===== src/rtl/music_pkg.sv =====
// Shared definitions for the music player.
//   state_t             : sequencer states
//   REST_PERIOD         : note value that means silence
//   DEFAULT_BEAT_CYCLES : clock cycles per ROM entry (sixteenth note at 50 MHz)
package music_pkg;

  typedef enum logic [2:0] {
    IDLE,
    FETCH,
    PLAY,
    PAUSE,
    DONE
  } state_t;

  localparam int unsigned REST_PERIOD         = 2500;
  localparam int unsigned DEFAULT_BEAT_CYCLES = 12_500_000;

endpackage


===== src/rtl/music_player_tone_gen.sv =====
// Square-wave tone generator.
//   clk, rst : clock, synchronous active-high reset
//   period   : tone period in clock cycles (REST_PERIOD, 0 or 1 mean silence)
//   enable   : advance the tone counter and update the square register
//   restart  : treat the counter as 0 this cycle; when not enabled, clears
//              both the counter and the square register
//   square   : registered square wave, high while the count < period/2
module tone_gen #(
  parameter int unsigned NOTE_W      = 32,
  parameter int unsigned REST_PERIOD = music_pkg::REST_PERIOD
) (
  input  logic              clk,
  input  logic              rst,
  input  logic [NOTE_W-1:0] period,
  input  logic              enable,
  input  logic              restart,
  output logic              square
);

  logic [NOTE_W-1:0] tone_cnt;
  logic [NOTE_W-1:0] eff_cnt;
  logic              is_rest;

  always_comb begin
    eff_cnt = restart ? '0 : tone_cnt;
    is_rest = (period == NOTE_W'(REST_PERIOD)) || (period <= NOTE_W'(1));
  end

  always_ff @(posedge clk) begin
    if (rst) begin
      tone_cnt <= '0;
      square   <= 1'b0;
    end else if (enable) begin
      if (is_rest) begin
        tone_cnt <= '0;
        square   <= 1'b0;
      end else begin
        square   <= (eff_cnt < (period >> 1));
        tone_cnt <= (eff_cnt >= period - NOTE_W'(1)) ? '0 : eff_cnt + NOTE_W'(1);
      end
    end else if (restart) begin
      tone_cnt <= '0;
      square   <= 1'b0;
    end
  end

endmodule


===== src/rtl/music_player.sv =====
// Song sequencer: walks the song ROM one entry per beat and drives a buzzer.
//   clk, rst  : clock, synchronous active-high reset
//   start     : pulse, play from address 0 (only from IDLE)
//   stop      : pulse, abort playback (wins over start)
//   pause     : level, freeze playback while high
//   loop_en   : level, wrap to address 0 after LAST_ADDR
//   rom_addr  : registered song ROM address
//   rom_note  : ROM data (note period), valid one clock after rom_addr
//   buzzer    : square-wave tone output
//   playing   : high in FETCH, PLAY and PAUSE
//   done      : one-cycle pulse when the song ends without looping
module music_player #(
  parameter int unsigned ADDR_W      = 7,
  parameter int unsigned LAST_ADDR   = 127,
  parameter int unsigned NOTE_W      = 32,
  parameter int unsigned BEAT_CYCLES = music_pkg::DEFAULT_BEAT_CYCLES,
  parameter int unsigned REST_PERIOD = music_pkg::REST_PERIOD
) (
  input  logic              clk,
  input  logic              rst,
  input  logic              start,
  input  logic              stop,
  input  logic              pause,
  input  logic              loop_en,
  output logic [ADDR_W-1:0] rom_addr,
  input  logic [NOTE_W-1:0] rom_note,
  output logic              buzzer,
  output logic              playing,
  output logic              done
);

  import music_pkg::*;

  localparam int unsigned       BEAT_W        = $clog2(BEAT_CYCLES);
  localparam logic [BEAT_W-1:0] BEAT_LAST     = BEAT_W'(BEAT_CYCLES - 1);
  localparam logic [BEAT_W-1:0] BEAT_PREFETCH = BEAT_W'(BEAT_CYCLES - 2);
  localparam logic [ADDR_W-1:0] ADDR_LAST     = ADDR_W'(LAST_ADDR);

  state_t            state, state_next;
  logic [BEAT_W-1:0] beat_cnt;
  logic [NOTE_W-1:0] prev_note;
  logic [NOTE_W-1:0] period;
  logic              last_beat;
  logic              advance;
  logic              beat_start;
  logic              restart;
  logic              square;

  // State register
  always_ff @(posedge clk) begin
    if (rst) state <= IDLE;
    else     state <= state_next;
  end

  // Next-state logic; stop beats song end, song end beats pause
  always_comb begin
    state_next = state;
    case (state)
      IDLE:  if (start && !stop) state_next = FETCH;
      FETCH: state_next = stop ? IDLE : PLAY;
      PLAY: begin
        if (stop)                                   state_next = IDLE;
        else if (beat_cnt == BEAT_LAST && last_beat) state_next = DONE;
        else if (pause)                              state_next = PAUSE;
      end
      PAUSE: begin
        if (stop)        state_next = IDLE;
        else if (!pause) state_next = PLAY;
      end
      DONE:    state_next = IDLE;
      default: state_next = IDLE;
    endcase
  end

  // Outputs; the tone register holds through PAUSE so the waveform resumes
  // exactly where it froze, and is masked outside PLAY.
  always_comb begin
    playing = (state == FETCH) || (state == PLAY) || (state == PAUSE);
    done    = (state == DONE);
    buzzer  = square && (state == PLAY);
  end

  // prev_note doubles as the current note after the first cycle of a beat,
  // so a pause spanning the prefetch never picks up the next entry early.
  always_comb begin
    advance    = (state == PLAY) && !stop;
    beat_start = (state == PLAY) && (beat_cnt == '0);
    period     = beat_start ? rom_note : prev_note;
    restart    = (state == FETCH) || (beat_start && (rom_note != prev_note));
  end

  always_ff @(posedge clk) begin
    if (rst) begin
      rom_addr  <= '0;
      beat_cnt  <= '0;
      prev_note <= '0;
      last_beat <= 1'b0;
    end else begin
      if (state == IDLE && start && !stop) rom_addr <= '0;
      if (state == FETCH) begin
        beat_cnt  <= '0;
        last_beat <= 1'b0;
      end
      if (advance) begin
        beat_cnt <= (beat_cnt == BEAT_LAST) ? '0 : beat_cnt + BEAT_W'(1);
        if (beat_start) prev_note <= rom_note;
        if (beat_cnt == BEAT_PREFETCH) begin
          if (rom_addr == ADDR_LAST) begin
            last_beat <= !loop_en;
            if (loop_en) rom_addr <= '0;
          end else begin
            rom_addr  <= rom_addr + ADDR_W'(1);
            last_beat <= 1'b0;
          end
        end
      end
    end
  end

  tone_gen #(
    .NOTE_W      (NOTE_W),
    .REST_PERIOD (REST_PERIOD)
  ) u_tone_gen (
    .clk     (clk),
    .rst     (rst),
    .period  (period),
    .enable  (advance),
    .restart (restart),
    .square  (square)
  );

endmodule


===== config.mk =====
export PLATFORM = sky130hd
export DESIGN_NAME = music_player
export DESIGN_NICKNAME = d
export VERILOG_FILES = /design/src/rtl/music_pkg.sv /design/src/rtl/music_player_tone_gen.sv /design/src/rtl/music_player.sv
export SDC_FILE = /design/constraint.sdc
export NUM_CORES = 1
export LEC_CHECK = 0
export ABC_AREA = 1
export CAP_MARGIN = 10
export CORE_ASPECT_RATIO = 1.4
export CORE_UTILIZATION = 55
export DETAILED_ROUTE_END_ITERATION = 10
export GPL_TIMING_DRIVEN = 0
export PLACE_DENSITY = 0.74
export SLEW_MARGIN = 20
export SYNTH_ARGS = -nofsm -noshare
export SYNTH_HDL_FRONTEND = slang
export SYNTH_SLANG_ARGS = --single-unit

===== constraint.sdc =====
create_clock -name clk -period 5.85 [get_ports clk]
set_input_delay 1.17 -clock clk [delete_from_list [all_inputs] [get_ports clk]]
set_output_delay 1.17 -clock clk [all_outputs]
set_load 0.005 [all_outputs]

=== Word-level counts from Yosys, hierarchy flattened ===
Index checks and enable logic that the tools add are counted.
W data, S select, Z words.

* Register bits after elaboration: 100
* Bits in latches: 0
* Bits in writable memories: 0
* Bits in read-only memories: 0
* Input bits: 38
* Output and inout port bits: 10
* Word-level logic and storage cells: 73
* Memories kept: 0

* Add/subtract/negate cells: 4
* Multiply operators: 0
* Divide/modulo/power cells: 0
* $lt $le $gt $ge: 3
* Eq/ne operators: 12
* Shift-type cells: 0
* Mux-type cells: 28
* Bitwise operators: 0
* Reductions and logical operators: 19

{| class="wikitable"
|+ Operators by type and width
! operator !! count
|-
| $mux W32 || 5
|-
| $mux W24 || 3
|-
| $eq A24 B24 Y1 const B || 2
|-
| $mux W7 || 5
|-
| $add A32 B1 Y32 const B || 1
|-
| $eq A32 B12 Y1 const B || 1
|-
| $ge A32 B32 Y1 || 1
|-
| $le A32 B1 Y1 const B || 1
|-
| $lt A32 B31 Y1 || 1
|-
| $ne A32 B32 Y1 || 1
|-
| $sub A32 B1 Y32 const B || 1
|-
| $add A24 B1 Y24 const B || 1
|-
| $logic_not A24 Y1 || 1
|-
| $mux W3 || 6
|-
| $pmux W3 S4 || 1
|-
| $logic_and A1 B1 Y1 || 8
|-
| $add A7 B1 Y7 const B || 1
|-
| $eq A7 B7 Y1 const B || 1
|-
| $mux W1 || 7
|-
| $eq A3 B2 Y1 const B || 2
|-
| $logic_or A1 B1 Y1 || 4
|-
| $ne A4 B4 Y1 const B || 1
|-
| $reduce_bool A2 Y1 || 2
|-
| $eq A3 B1 Y1 const B || 1
|-
| 7 further kinds || 8
|}

=== Longest topological paths before layout ===
Gate-level depths: netlist (run 1).

* Depth in word-level cells: 9
* Mapped depth: 33
* Gate-level depth less buffers: 29

=== By module ===
From an unflattened synthesis (run 1), not the netlist that was laid out.

* Cell total of the unflattened synthesis: 1556
* Area, all modules: 9698.1 µm²

{| class="wikitable"
|+ By module, submodules not included
! module !! times used !! cells each !! area each (µm²) !! seq. area each (µm²)
|-
| tone_gen || 1 || 773 || 4951.0 || 660.6
|-
| music_player || 1 || 783 || 4747.1 || 1341.3
|}

=== Worst setup path after synthesis (run 1) ===
OpenSTA, ideal clock, no wires.

* Kind: register to register
* From: register beat_cnt[0]
* To: register u_tone_gen.tone_cnt[24]
* Setup time: 70 ps
* Arrival time: 4037 ps
* Required time: 5780 ps
* Slack: 1743 ps
* Cell stages (with the launch flop): 33
* Buffers on the path: 3
* Clock period less this slack: 4107 ps
* Cells stage by stage: dfxtp_1 inv_1 ha_1 nor3b_1 nand3_1 nor2_2 buf_6 buf_8 nor2_1 a21oi_2 ha_1 inv_1 nor2_2 nand3_2 nor2_2 inv_1 nor2_1 xor2_1 ha_1 nand2_1 nor2_1 a211oi_1 nand2_1 nand2_1 nand2_1 nand2_1 nand2_1 nand2_1 nand4_4 inv_4 buf_6 nand3_1 a21oi_1

* Word-level cells in the longest chain between the ends: 9
* Elaborated cells between the ends (all ways): 15
* Those cells by class: 2 x add/sub; 2 x order compare; 1 x eq/ne; 5 x mux; 5 x reduce/logical

{| class="wikitable"
|+ Ends and longest elaborated chain
! item !! RTL line !! RTL
|-
| start: declaration || music_player.sv:40 || <nowiki>logic [BEAT_W-1:0] beat_cnt;</nowiki>
|-
| start signal: assignment || music_player.sv:105 || <nowiki>beat_cnt <= (beat_cnt == BEAT_LAST) ? '0 : beat_cnt + BEAT_W'(1);</nowiki>
|-
| $logic_not A24 Y1 * || music_player.sv:87 || <nowiki>beat_start = (state == PLAY) && (beat_cnt == '0);</nowiki>
|-
| $logic_and A1 B1 Y1 * || music_player.sv:87 ||
|-
| branches (longest 6 deep; another with $sub A32 B1 Y32) || n/a ||
|-
| $mux W32 * || music_player_tone_gen.sv:33 || <nowiki>end else if (enable) begin</nowiki>
|-
| end signal: assignment || music_player_tone_gen.sv:39 || <nowiki>tone_cnt <= (eff_cnt >= period - NOTE_W'(1)) ? '0 : eff_cnt + NOTE_W'(1);</nowiki>
|-
| end: declaration || music_player_tone_gen.sv:20 || <nowiki>logic [NOTE_W-1:0] tone_cnt;</nowiki>
|}

Mark *: on every way between the ends.
A chain may end at the register's enable or synchronous reset.

=== Worst setup path after layout (run 1) ===
* From: register beat_cnt[0]
* To: register u_tone_gen.tone_cnt[1]

The elaborated chain is that of the path after synthesis.

==> impl_metrics.ini, run 1 <==
[power_and_ir_drop]
power_frac_seq = 0.364
p_comb_frac = 0.298
power_density_nw_per_um2 = 190.3
peakVddDrop_mv = 0.1416
p_sw_frac = 0.3454
p_int_mw = 1.248
p_leak_nw = 4.456
clockPowerShare = 0.338
p_sw_mw = 0.6583

[detailed_routing]
vias = 9088
drc_errors = 0
vias_per_cell = 5.525
routedWlPerCell_um = 15.64
dr.pass1.iters = 6
wirelength_um = 25720
ant_nets = 0
drtIter0Drc = 532

[place]
gp_congestion = 0.9484
numPortBuffers = 46
dpl.hpwl_um = 20270

[critical_path]
cp-start-kind = flip-flop
critPathMaxStageDelay_ps = 330
crit_path_frequent_cell = nand2_1
critPathKind = flip-flop to flip-flop
crit_path_max_fanout = 10
end_kind = flip-flop
r2r_cells = 32
worstPathArrival_ps = 5230
slowest_stage = dfxtp_1
crit_required_ps = 6140

[clock_network]
clock_path_buffers = 2
cts.clk_slew.worst_paths_ps = 70
cts_made_buffers = 9
clock-sinks = 100
cts_root_buf = clkbuf_16
clkLatencyLatePin_ps = 370
cts_setup_buffers = 0
tritoncts = done
cts.repair.resized = 0
cts_htree_levels = 3
cts_hold_buf = 0

[die]
boundaryPins = 48
die_w_um = 110.1
die_y_um = 153.4
start_util = 0.5590
placementRows = 55
core_um2 = 16100
die_area_um2 = 16890

[timing]
fin_skew_ps = 9.433
drv_slew = 0
rsz0062_at_grt = no
fin_crit_ps = 4942
relSlewSlack = 0.4273
fin_crit_sh = 0.8447
fin_tns_setup_ps = 0
worstMarginPinSlew_ps = 859.0
fmax_ghz = 0.2024
setup_violations = 0
hold_violations = 0

[yosys]
avgSynthCellArea_um2 = 6.504
synth_edf_count = 0
yosysTopAreaCellShare = 0.2224
seq_area_frac_synth = 0.2224
async_flop_share = 0
netlist_area_um2 = 9001
synth_cell_type_count = 56
synth_flop_cell = dfxtp_1
yosysWarnings = 0
synthCells = 1384
synthesis.nets = 1492
synthTopCellsByArea = dfxtp_1, nand2_1, ha_1
yosysTopAreaCell = dfxtp_1
ys_ff_latch = 100

[status]
status = complete, no violations

[cells_and_area]
final_util = 0.6220
fill_cells = 1573
syn_to_final_growth_pct = 11.27
drive_gt1_frac = 0.1037
multi_input_area_um2 = 5949
fin_nets = 1549
ff_latch_area_um2 = 2002
diodes = 0

[grt]
antenna_found_initial = 0
grt_max_degree = 16
grt_usage = 0.3136
gr-total-overflow = 0
grt_first_pass_wirelength_um = 40680
grt_pass1_vias = 8536

[job]
drv_cap = 0

[worst_hold_path]
hp-class = flip-flop to flip-flop
hold_depth = 2
worst max-delay path, delay by kind of cell, from the launching register on:
family	cells	cell delay (ps)
AOI/OAI and AO/OA	3	560
xor gates and xnor gates	1	220
adders and majority gates	3	730
buffers and inverters	7	1030
DFF	1	330
and+or+nand+nor	18	1970
stage by stage:
stage	power [mW]	setup slack, ps	instance area, um^2	hold slack [ps]	instances
after global routing	1.995	462.0	10020	511.4	1645
after detailed placement	1.270	692.5	9711	473.5	1629
after CTS	1.903	952.5	10020	484.3	1645
final	1.906	908.4	10020	481.1	1645
after floorplan	1.117	1743	9001	444.5	1384
after global placement	1.258	724.4	9711	471.0	1629
sequential cells by signal (all words and copies together), names as in the netlist:
signal / cells
beat_cnt: 24
last_beat: 1
prev_note: 32
rom_addr: 7
state: 3
u_tone_gen.square: 1
u_tone_gen.tone_cnt: 32
power by group through the flow:
| stage | sequential, mW | combinational (mW) | clock (mW) |
|---|---|---|---|
| after floorplan | 0.708 | 0.409 | 0 |
| after global placement | 0.709 | 0.550 | 0 |
| after detailed placement | 0.709 | 0.561 | 0 |
| after CTS | 0.693 | 0.565 | 0.644 |
| after global routing | 0.694 | 0.633 | 0.668 |
| final | 0.693 | 0.568 | 0.644 |
logic make-up after synthesis:
| kind of cell | Yosys count | synth area share |
|---|---|---|
| AO/OA/AOI/OAI | 228 | 0.1489 |
| XOR/XNOR | 71 | 0.06909 |
| adder cells (fa/ha/maj) | 70 | 0.09730 |
| buffers and inverters | 255 | 0.1166 |
| flip-flops | 100 | 0.2224 |
| AND/OR/NAND/NOR | 660 | 0.3457 |
final cells by class:
cell class	count	area share
clock buffers	13	0.02598
plain buffers	39	0.02311
well taps	199	0.02486
multi-input cells	1029	0.5940
clock inverters	3	0.004497
flip-flops and latches	100	0.1999
inverters	216	0.08170
repair buffers	46	0.04597
cell usage in the layout (no fill, tap or decap), types with 40 or more instances in the layout:
cell | synthesis | routed
ha_1 | 70 | 70
o21ai_0 | 59 | 59
dfxtp_1 | 100 | 100
clkdlybuf4s50_1 | 0 | 46
inv_1 | 194 | 194
nand2_1 | 321 | 321
nor2_1 | 123 | 123
a21oi_1 | 113 | 113
xor2_1 | 40 | 40
nand3_1 | 64 | 64
Yosys cell counts (2+ instances only):
cell type and n:
nor4_1 4, nor3_4 3, a221oi_1 6, dfxtp_1 100, ha_1 70, a211oi_1 5
nor2_4 7, o211ai_1 6, a22oi_2 5, nor2_1 123, buf_2 2, buf_1 3
nor2_2 30, o21bai_1 3, xor2_1 40, o221ai_1 2, nor3b_1 2, clkbuf_1 21
nor3_1 28, nand3_2 5, o21ai_4 2, o21ai_0 59, o21ai_1 5, xnor2_1 31
buf_6 7, nand2_4 7, inv_1 194, inv_2 19, a21oi_1 113, a21oi_2 2
nand3b_1 11, or2_2 3, nand3_1 64, nand2_1 321, o21ai_2 10, nand3b_2 2
nand4_1 24, buf_4 5, nand2_2 13, nor3_2 7, o21a_1 5
metal layers:
metal / share of wire / GRT usage
met1: 0.37 / 0.3282
met2: 0.52 / 0.5872
met3: 0.048 / 0.03539
met4: 0.055 / 0.1748
met5: 0 / 0
final timing paths:
check / from / to / slack (ps)
worst max-delay path: beat_cnt[0]$_SDFFE_PP0P_ / u_tone_gen.tone_cnt[1]$_SDFF_PP0_ / 910
worst min-delay path: beat_cnt[11]$_SDFFE_PP0P_ / beat_cnt[11]$_SDFFE_PP0P_ / 480
worst min register to register: beat_cnt[11]$_SDFFE_PP0P_ / beat_cnt[11]$_SDFFE_PP0P_ / 480
worst max register to register: beat_cnt[0]$_SDFFE_PP0P_ / u_tone_gen.tone_cnt[1]$_SDFF_PP0_ / 910
Power figures use the tool's default switching activity.
==> run 2: changes to the inputs <==
PLACE_DENSITY = 0.77   (was 0.74)
clock period = 4.4 ns   (was 5.85 ns; I/O delays follow)
==> run 2 against run 1 <==
Net effect: the flow now finishes with violations (setup timing); die area did not move; critical path type unchanged; setup slack got worse by 930 ps; sequential share of layout area fell by 1.4 points; via count rose by 3.6%; maximum frequency rose by 12%; flip-flop and latch count did not move; cell count rose by 2.6%; global-route usage rose by 0.41 points; clock skew rose by 6.3 ps; wire length rose by 5.6%; hold slack improved by 2.9 ps; total power rose by 39%; largest power group is now combinational logic.
==> impl_metrics.ini, run 2 (synthesized netlist as in run 1, its figures left out) <==
[detailed_routing]
dr.pass1.iters = 5
ant_nets = 0
drc_errors = 0
wirelength_um = 27150
routedWlPerCell_um = 16.10
drtIter0Drc = 666
vias_per_cell = 5.581
vias = 9415

[place]
dpl.hpwl_um = 19920
dpl_cell_area_um2 = 9711
numPortBuffers = 46
gp_congestion = 0.9600

[clock_network]
clock_path_buffers = 2
clkLatencyLatePin_ps = 370
cts_root_buf = clkbuf_16
cts_htree_levels = 3
cts.clk_slew.worst_paths_ps = 70
clock-sinks = 100
cts_made_buffers = 9
tritoncts = done

[die]
core_um2 = 16100
start_util = 0.5590
boundaryPins = 48
die_area_um2 = 16890
placementRows = 55
die_w_um = 110.1
die_y_um = 153.4

[critical_path]
end_kind = flip-flop
cp-start-kind = flip-flop
crit_path_max_fanout = 6
worstPathArrival_ps = 4660
critPathMaxStageDelay_ps = 370
r2r_cells = 30
slowest_stage = dfxtp_4
crit_required_ps = 4640
critPathKind = flip-flop to flip-flop

[job]
drv_cap = 0

[cells_and_area]
layout_commonest_cell = nand2_1
diodes = 0
mostFrequentLayoutCells = nand2_1, inv_1, nor2_1
largestRegisters = prev_note x32, u_tone_gen.tone_cnt x32, beat_cnt x24
postLayoutCellArea_um2 = 10860
fin_nets = 1591
syn_to_final_growth_pct = 20.68
drive_gt1_frac = 0.1841

[timing]
hold_violations = 0
fin_tns_setup_ps = -29.59
fmax_ghz = 0.2260
drv_slew = 0
worstMarginPinSlew_ps = 829.1
relSlewSlack = 0.4472
fin_ws_ps = -24.85
fin_crit_ps = 4425
fin_crit_sh = 1.006
fin_skew_ps = 15.76
setup_violations = 2
rsz0062_at_grt = yes

[grt]
grt_first_pass_wirelength_um = 41460
grt_max_degree = 17
grt_usage = 0.3177
grt_pass1_vias = 8686
gr-total-overflow = 0
antenna_found_initial = 0

[worst_hold_path]
hp-class = flip-flop to flip-flop
hold_depth = 2

[power_and_ir_drop]
p_leak_nw = 4.829
peakVddDrop_mv = 0.1485
power_density_nw_per_um2 = 244.6

[status]
status = finished, violations left
violations = setup timing
==> run 2: cell count changes in the layout (fill, tap and decap cells not counted), sizes merged <==
cell	previous run	this run
buf	18	58
clkinv	2	4
clkbuf	34	35
bufinv	1	0
==> run 2: metrics by stage <==
step           std cells    util  worst slack, ps  power (mW)  hold WS, ps
2_1_floorplan       1384       -            292.7       1.485        444.5
3_3_place_gp        1629  0.6030           -454.6       1.670        467.3
3_5_place_dp        1629  0.6030           -491.6       1.682        475.4
4_1_cts             1653  0.6259          0.09948       2.485        485.8
5_1_grt             1687  0.6746           -286.5       2.787        517.2
6_report            1687  0.6746           -24.85       2.657        484.0
==> run 2: worst paths after layout <==
check | start | to | slack (ps)
setup reg to reg | beat_cnt[0]$_SDFFE_PP0P_ | u_tone_gen.tone_cnt[8]$_SDFF_PP0_ | -20
hold reg to reg | rom_addr[3]$_SDFF_PP0_ | rom_addr[3]$_SDFF_PP0_ | 480
setup / recovery | beat_cnt[0]$_SDFFE_PP0P_ | u_tone_gen.tone_cnt[8]$_SDFF_PP0_ | -20
hold / removal | rom_addr[3]$_SDFF_PP0_ | rom_addr[3]$_SDFF_PP0_ | 480
==> run 2: power breakdown <==
part	internal, mW	total [mW]	switching (mW)
sequential	0.913	0.921	0.00810
clock	0.419	0.811	0.392
combinational	0.362	0.925	0.563
total	1.69	2.66	0.963
==> run 2: critical path, delay by kind of cell, from the launching register on <==
kind                     cells  cell delay (ps)
flip-flops                   1              370
adder cells (fa/ha/maj)      3              650
AND/OR/NAND/NOR             14             1740
XOR/XNOR                     1              200
AO/OA/AOI/OAI                2              320
buffers and inverters       10             1000
==> run 2: timing repair <==
action                     CTS  global route
resized for setup            5           126
hold buffers                 0             0
pin swaps                    6            55
cloned                       0             2
setup buffers                8            32
setup endpoints to repair   32            32
==> run 2: layer usage <==
metal	global-route usage	vias up	part of all wire
li1	-	4658	-
met1	0.3411	4301	0.37
met2	0.5690	340	0.52
met3	0.04350	116	0.055
met4	0.1999	0	0.062
met5	0	-	0
==> run 2: area by class of cell <==
class                      instances  area, um^2
sequential                       100        2018
inverter                         216       825.8
timing repair buffer              88       818.3
buffer                            39       265.3
multi-input combinational       1029        6397
clock buffer                      12       256.5
fill                            1427        5240
tap                              199       249.0
clock inverter                     4       32.53
